<file path="src/rtl/sfe_pkg.sv">
// Shared definitions for the serial frame extractor: FSM state encoding and
// default header/length parameters.
package sfe_pkg;

  typedef enum logic [1:0] {
    StSearch = 2'd0,
    StLen    = 2'd1,
    StData   = 2'd2
  } sfe_state_e;

  localparam int unsigned SfePatW    = 4;
  localparam logic [3:0]  SfePattern = 4'b1101;
  localparam int unsigned SfeLenW    = 4;

endpackage

</file>
<file path="src/rtl/frame_counter.sv">
// Payload down-counter: loads the frame length and counts delivered bits down,
// saturating at zero.
module frame_counter #(
  parameter int unsigned LEN_W = 4
) (
  input  logic             clk,
  input  logic             rst,
  input  logic             clk_en,
  input  logic             load,
  input  logic [LEN_W-1:0] load_val,
  input  logic             dec,
  output logic [LEN_W-1:0] cnt,
  output logic             is_one
);

  logic [LEN_W-1:0] cnt_q, cnt_d;

  always_comb begin
    cnt_d = cnt_q;
    if (clk_en) begin
      if (load) begin
        cnt_d = load_val;
      end else if (dec && (cnt_q != '0)) begin
        cnt_d = cnt_q - LEN_W'(1);
      end
    end
  end

  always_ff @(posedge clk or posedge rst) begin
    if (rst) begin
      cnt_q <= '0;
    end else begin
      cnt_q <= cnt_d;
    end
  end

  assign cnt    = cnt_q;
  assign is_one = (cnt_q == LEN_W'(1));

endmodule

</file>
<file path="src/rtl/serial_frame_extractor.sv">
// Serial frame extractor: hunts for a header pattern, reads a length field,
// then forwards that many payload bits with a per-bit valid strobe.
module serial_frame_extractor
  import sfe_pkg::*;
#(
  parameter int unsigned      PAT_W   = SfePatW,
  parameter logic [PAT_W-1:0] PATTERN = PAT_W'(SfePattern),
  parameter int unsigned      LEN_W   = SfeLenW
) (
  input  logic             clk,
  input  logic             rst,
  input  logic             clk_en,
  input  logic             ser_in,
  output logic             ser_out,
  output logic             ser_out_valid,
  output logic [LEN_W-1:0] cnt_out,
  output logic             frame_done,
  output logic             busy
);

  localparam int unsigned HistW   = PAT_W - 1;
  localparam int unsigned BitCntW = (LEN_W > 1) ? $clog2(LEN_W) : 1;

  sfe_state_e         state_q, state_d;
  logic [HistW-1:0]   hist_q, hist_d;
  logic [LEN_W-1:0]   len_q, len_d;
  logic [LEN_W-1:0]   len_shift;
  logic [BitCntW-1:0] bit_cnt_q, bit_cnt_d;
  logic               frame_done_q, frame_done_d;
  logic               hdr_hit;
  logic               cnt_load;
  logic               cnt_dec;
  logic [LEN_W-1:0]   cnt;
  logic               cnt_is_one;

  assign hdr_hit   = ({hist_q, ser_in} == PATTERN);
  assign len_shift = (len_q << 1) | LEN_W'(ser_in);

  always_comb begin
    state_d       = state_q;
    hist_d        = hist_q;
    len_d         = len_q;
    bit_cnt_d     = bit_cnt_q;
    frame_done_d  = 1'b0;
    cnt_load      = 1'b0;
    cnt_dec       = 1'b0;
    ser_out_valid = 1'b0;
    if (clk_en) begin
      unique case (state_q)
        StSearch: begin
          if (hdr_hit) begin
            state_d   = StLen;
            bit_cnt_d = '0;
            // History stays frozen outside SEARCH, so clearing here empties it on return.
            hist_d    = '0;
          end else begin
            hist_d = (hist_q << 1) | HistW'(ser_in);
          end
        end
        StLen: begin
          len_d = len_shift;
          if (bit_cnt_q == BitCntW'(LEN_W - 1)) begin
            bit_cnt_d = '0;
            if (len_shift == '0) begin
              state_d      = StSearch;
              frame_done_d = 1'b1;
            end else begin
              state_d  = StData;
              cnt_load = 1'b1;
            end
          end else begin
            bit_cnt_d = bit_cnt_q + BitCntW'(1);
          end
        end
        StData: begin
          ser_out_valid = 1'b1;
          cnt_dec       = 1'b1;
          if (cnt_is_one) begin
            state_d      = StSearch;
            frame_done_d = 1'b1;
          end
        end
        default: begin
          state_d = StSearch;
          hist_d  = '0;
        end
      endcase
    end
  end

  always_ff @(posedge clk or posedge rst) begin
    if (rst) begin
      state_q      <= StSearch;
      hist_q       <= '0;
      len_q        <= '0;
      bit_cnt_q    <= '0;
      frame_done_q <= 1'b0;
    end else begin
      state_q      <= state_d;
      hist_q       <= hist_d;
      len_q        <= len_d;
      bit_cnt_q    <= bit_cnt_d;
      frame_done_q <= frame_done_d;
    end
  end

  frame_counter #(
    .LEN_W(LEN_W)
  ) u_frame_counter (
    .clk     (clk),
    .rst     (rst),
    .clk_en  (clk_en),
    .load    (cnt_load),
    .load_val(len_shift),
    .dec     (cnt_dec),
    .cnt     (cnt),
    .is_one  (cnt_is_one)
  );

  assign ser_out    = ser_in;
  assign cnt_out    = (state_q == StData) ? cnt : '0;
  assign frame_done = frame_done_q;
  assign busy       = (state_q == StLen) || (state_q == StData);

endmodule

</file>
<file path="config.mk">
export PLATFORM = sky130hd
export DESIGN_NAME = serial_frame_extractor
export DESIGN_NICKNAME = d
export VERILOG_FILES = /design/src/rtl/sfe_pkg.sv /design/src/rtl/frame_counter.sv /design/src/rtl/serial_frame_extractor.sv
export SDC_FILE = /design/constraint.sdc
export NUM_CORES = 1
export LEC_CHECK = 0
export ABC_AREA = 1
export CELL_PAD_IN_SITES_DETAIL_PLACEMENT = 2
export CELL_PAD_IN_SITES_GLOBAL_PLACEMENT = 2
export CORE_AREA = 4 4 68 64
export CTS_CLUSTER_DIAMETER = 120
export DETAILED_ROUTE_END_ITERATION = 10
export DIE_AREA = 0 0 72 68
export GPL_TIMING_DRIVEN = 0
export MAX_ROUTING_LAYER = met4
export PLACE_DENSITY_LB_ADDON = 0.1
export SETUP_SLACK_MARGIN = 0.15
export SYNTH_ARGS = -nofsm -noshare
export SYNTH_HDL_FRONTEND = slang
export SYNTH_SLANG_ARGS = --single-unit
</file>
<file path="constraint.sdc">
create_clock -name clk -period 1.4 [get_ports clk]
set_clock_uncertainty 0.15 [all_clocks]
set_input_delay 0.42 -clock clk [delete_from_list [all_inputs] [get_ports clk]]
set_output_delay 0.42 -clock clk [all_outputs]
set_load 0.05 [all_outputs]
</file>
==> impl_metrics.yaml <==
setup_path:
  crit_path_cell_trace: "inv_2 -> ha_4 -> nand2_2 -> clkinvlp_4 -> buf_8"
  cp_max_fo: 7
  path_class: "register to primary output"
  slowest_delay_ns: 0.40
  required_ns: 0.83
  critPathSlowestCell: "dfrtp_1"
  arrival_ns: 1.30
  critPathCaptureType: "primary output"
  start_kind: "register"
finish:
  fin_nets: 171
  insertedDiodeCount: 0
  drive_above_1_share_pct: 54.7
  final_cell_area_um2: 1610
  postLayoutCoreUtil_pct: 44.4
  area_delta_synth_final_pct: 70.3
  stdcell_count: 205
placement:
  dp_hpwl_um: 2090
  port_buffers: 11
  dp.cells: 184
  post-place-ws_ns: -1.18
  gp_congestion: 0.770
  postPlaceCellArea_um2: 1180
die:
  dieArea_um2: 4900
  coreArea_um2: 3630
  rows: 21
  fp.dieH_um: 68
  boundaryPins: 12
  die_x_um: 72
  initial_core_util_pct: 26.1
power_and_ir_drop:
  p_sw_mw: 1.59
  pwr-share-seq_pct: 23.0
  p_clk_share_pct: 11.3
  vdd_drop_max_v: 0.00103
  leakagePower_nw: 0.729
  finalPower_mw: 3.41
  power.internal_mw: 1.82
  p_per_area_nw_per_um2: 2120
  combPwrFrac_pct: 65.7
  sw_frac_of_total_pct: 46.7
route:
  remaining_drc_errors: 0
  wire_per_inst_um: 15.0
  vias: 942
  vias_per_cell: 4.60
  routed_wl_um: 3070
  final_antenna_net_count: 0
  drt_first_pass_iters: 3
  drtIter0Drc: 31
run:
  cap_viol_max_count: 0
grt:
  track_usage_pct: 14.0
  grt_antenna_before_repair: 0
  grt_overflow: 0
  grt_max_degree: 16
  grt_pass1_vias: 1091
  grt_pass1_wl_um: 5110
timing:
  setup_ws_ns: -0.470
  fin_crit_sh_pct: 134
  hold_viol: 0
  maxSlewViolCount: 0
  grt_setup_unrepaired: "true"
  max_freq_ghz: 0.535
  holdWs_ns: 0.248
  timing.slew.headroom_pct: 75.0
  fin_setup_tns_ns: -6.09
  fin_crit_ns: 1.87
  setup_violations: 21
  worst_slew_pin_slew_ns: 0.374
clock_tree:
  clk_pin_slew_ns: 0.07
  tritoncts: "done"
  numClockSinks: 15
  holdBufCountCts: 0
  clockRootBuffer: "clkbuf_8"
  cts_buffer_depth: 2
  htreeDepth: 1
  tritoncts.num_buffers: 3
  worstSkewPairLatency_ns: 0.26
logic_synthesis:
  async_flop_share_pct: 100
  syn_area_per_cell_um2: 7.44
  syn_area_um2: 945
  synthCells: 127
  yosys-top-cells-area: "dfrtp_1 (40%), nand2_1 (17%), ha_1 (9.3%)"
  synth_cell_types: 19
  synth_ff_type: "dfrtp_1"
  synth_common_cells: "nand2_1 (42), inv_1 (18), dfrtp_1 (15), nand3_1 (12), o21ai_0 (11)"
  ys_warn_count: 0
  ys_seq_area_share_pct: 39.7
  synth.most_common_cell: "nand2_1"
  synth_top_area_share_pct: 39.7
  synth_seq_cells: 15
  mappedNetlistNets: 138
  synth_largest_area_cell: "dfrtp_1"
  synth_edf_count: 0
run_status:
  violations: "setup timing"
  outcome: "finished, violations left"
min_path:
  min_path_type: "primary input to register"
logic make-up (layout without fill, tap and decap cells):
family	count (synthesis)	in the layout	share of synthesized area, %
AO/OA/AOI/OAI	17	17	10.2
XOR/XNOR	1	1	0.927
adder cells (fa/ha/maj)	7	7	9.27
buffers and inverters	21	53	8.74
flip-flops	15	15	39.7
AND/OR/NAND/NOR	66	66	31.1
worst paths after layout:
path / start / to / slack (ns) / depth (start not counted)
worst max-delay path: state_q[0] / cnt_out[0] / -0.47 / 5
max in group asynchronous: rst / hist_q[2] / 0.52 / 2
worst min-delay path: ser_in / hist_q[0] / 0.25 / 3
worst max register to register: state_q[1] / u_frame_counter.cnt[1] / -0.34 / 11
min in group asynchronous: rst / u_frame_counter.cnt[0] / 0.34 / 2
worst min register to register: bit_cnt_q[1] / bit_cnt_q[1] / 0.34 / 2
layout by cell type (no fill, tap or decap), types with 2 or more instances in the layout:
| master | Yosys | layout |
|---|---|---|
| nand2_4 | 2 | 6 |
| o21ai_2 | 1 | 7 |
| nand2_2 | 0 | 15 |
| nand3_4 | 0 | 2 |
| dfrtp_1 | 15 | 15 |
| nand3_1 | 12 | 6 |
| o21bai_1 | 2 | 2 |
| inv_1 | 18 | 9 |
| nand2_8 | 0 | 2 |
| ha_1 | 7 | 4 |
| nand3_2 | 0 | 4 |
| buf_4 | 1 | 10 |
| clkbuf_8 | 0 | 3 |
| buf_6 | 0 | 9 |
| buf_8 | 0 | 8 |
| o21ai_1 | 1 | 5 |
| ha_4 | 0 | 3 |
| inv_2 | 2 | 4 |
| nor2_1 | 6 | 5 |
| nand2_1 | 42 | 21 |
| nor2_4 | 1 | 2 |
| clkinvlp_4 | 0 | 6 |
| or2_4 | 0 | 2 |
area by class of cell:
cell class / count / area [µm²]
Sequential cell: 15 / 375
Buffer: 1 / 11.3
Tap cell: 46 / 57.6
Multi-Input combinational cell: 91 / 716
Timing Repair Buffer: 28 / 300
Fill cell: 402 / 2020
Clock buffer: 3 / 41.3
Clock inverter: 1 / 5.00
Inverter: 20 / 103
power by group through the flow:
stage               Clock [mW]  Combinational, mW  Sequential [mW]
finish                   0.387               2.24            0.783
global placement             0               1.36            0.750
CTS                      0.394               1.92            0.768
global route             0.427               2.45            0.811
floorplan                    0               1.07            0.721
detailed placement           0               1.42            0.760
metal layers:
| layer | share of wire [%] | GRT usage, % | up-vias | routed length (µm) |
|---|---|---|---|---|
| met4 | 1.2 | 3.76 | 0 | 36 |
| met3 | 2.0 | 3.08 | 3 | 61 |
| li1 | - | - | 460 | - |
| met2 | 54 | 25.1 | 8 | 1670 |
| met1 | 42 | 15.9 | 471 | 1300 |
| met5 | 0 | - | - | 0 |
flip-flops by register name (all words and copies together), names as in the netlist:
register	cells
len_q	3
u_frame_counter.cnt	4
frame_done	1
bit_cnt_q	2
state_q	2
hist_q	3
what timing repair did:
action                                  CTS  global route
setup buffers                             9             8
endpoints found under the setup margin   23            35
pin swaps                                16            16
resized for setup                       112            25
worst max-delay path, delay by kind of cell (launching register included):
kind | cells | cell delay, ns
buffers and inverters | 3 | 0.32
and+or+nand+nor | 1 | 0.09
DFF | 1 | 0.40
adders and majority gates | 1 | 0.22
Note: power is estimated with default switching activity, not from simulation.
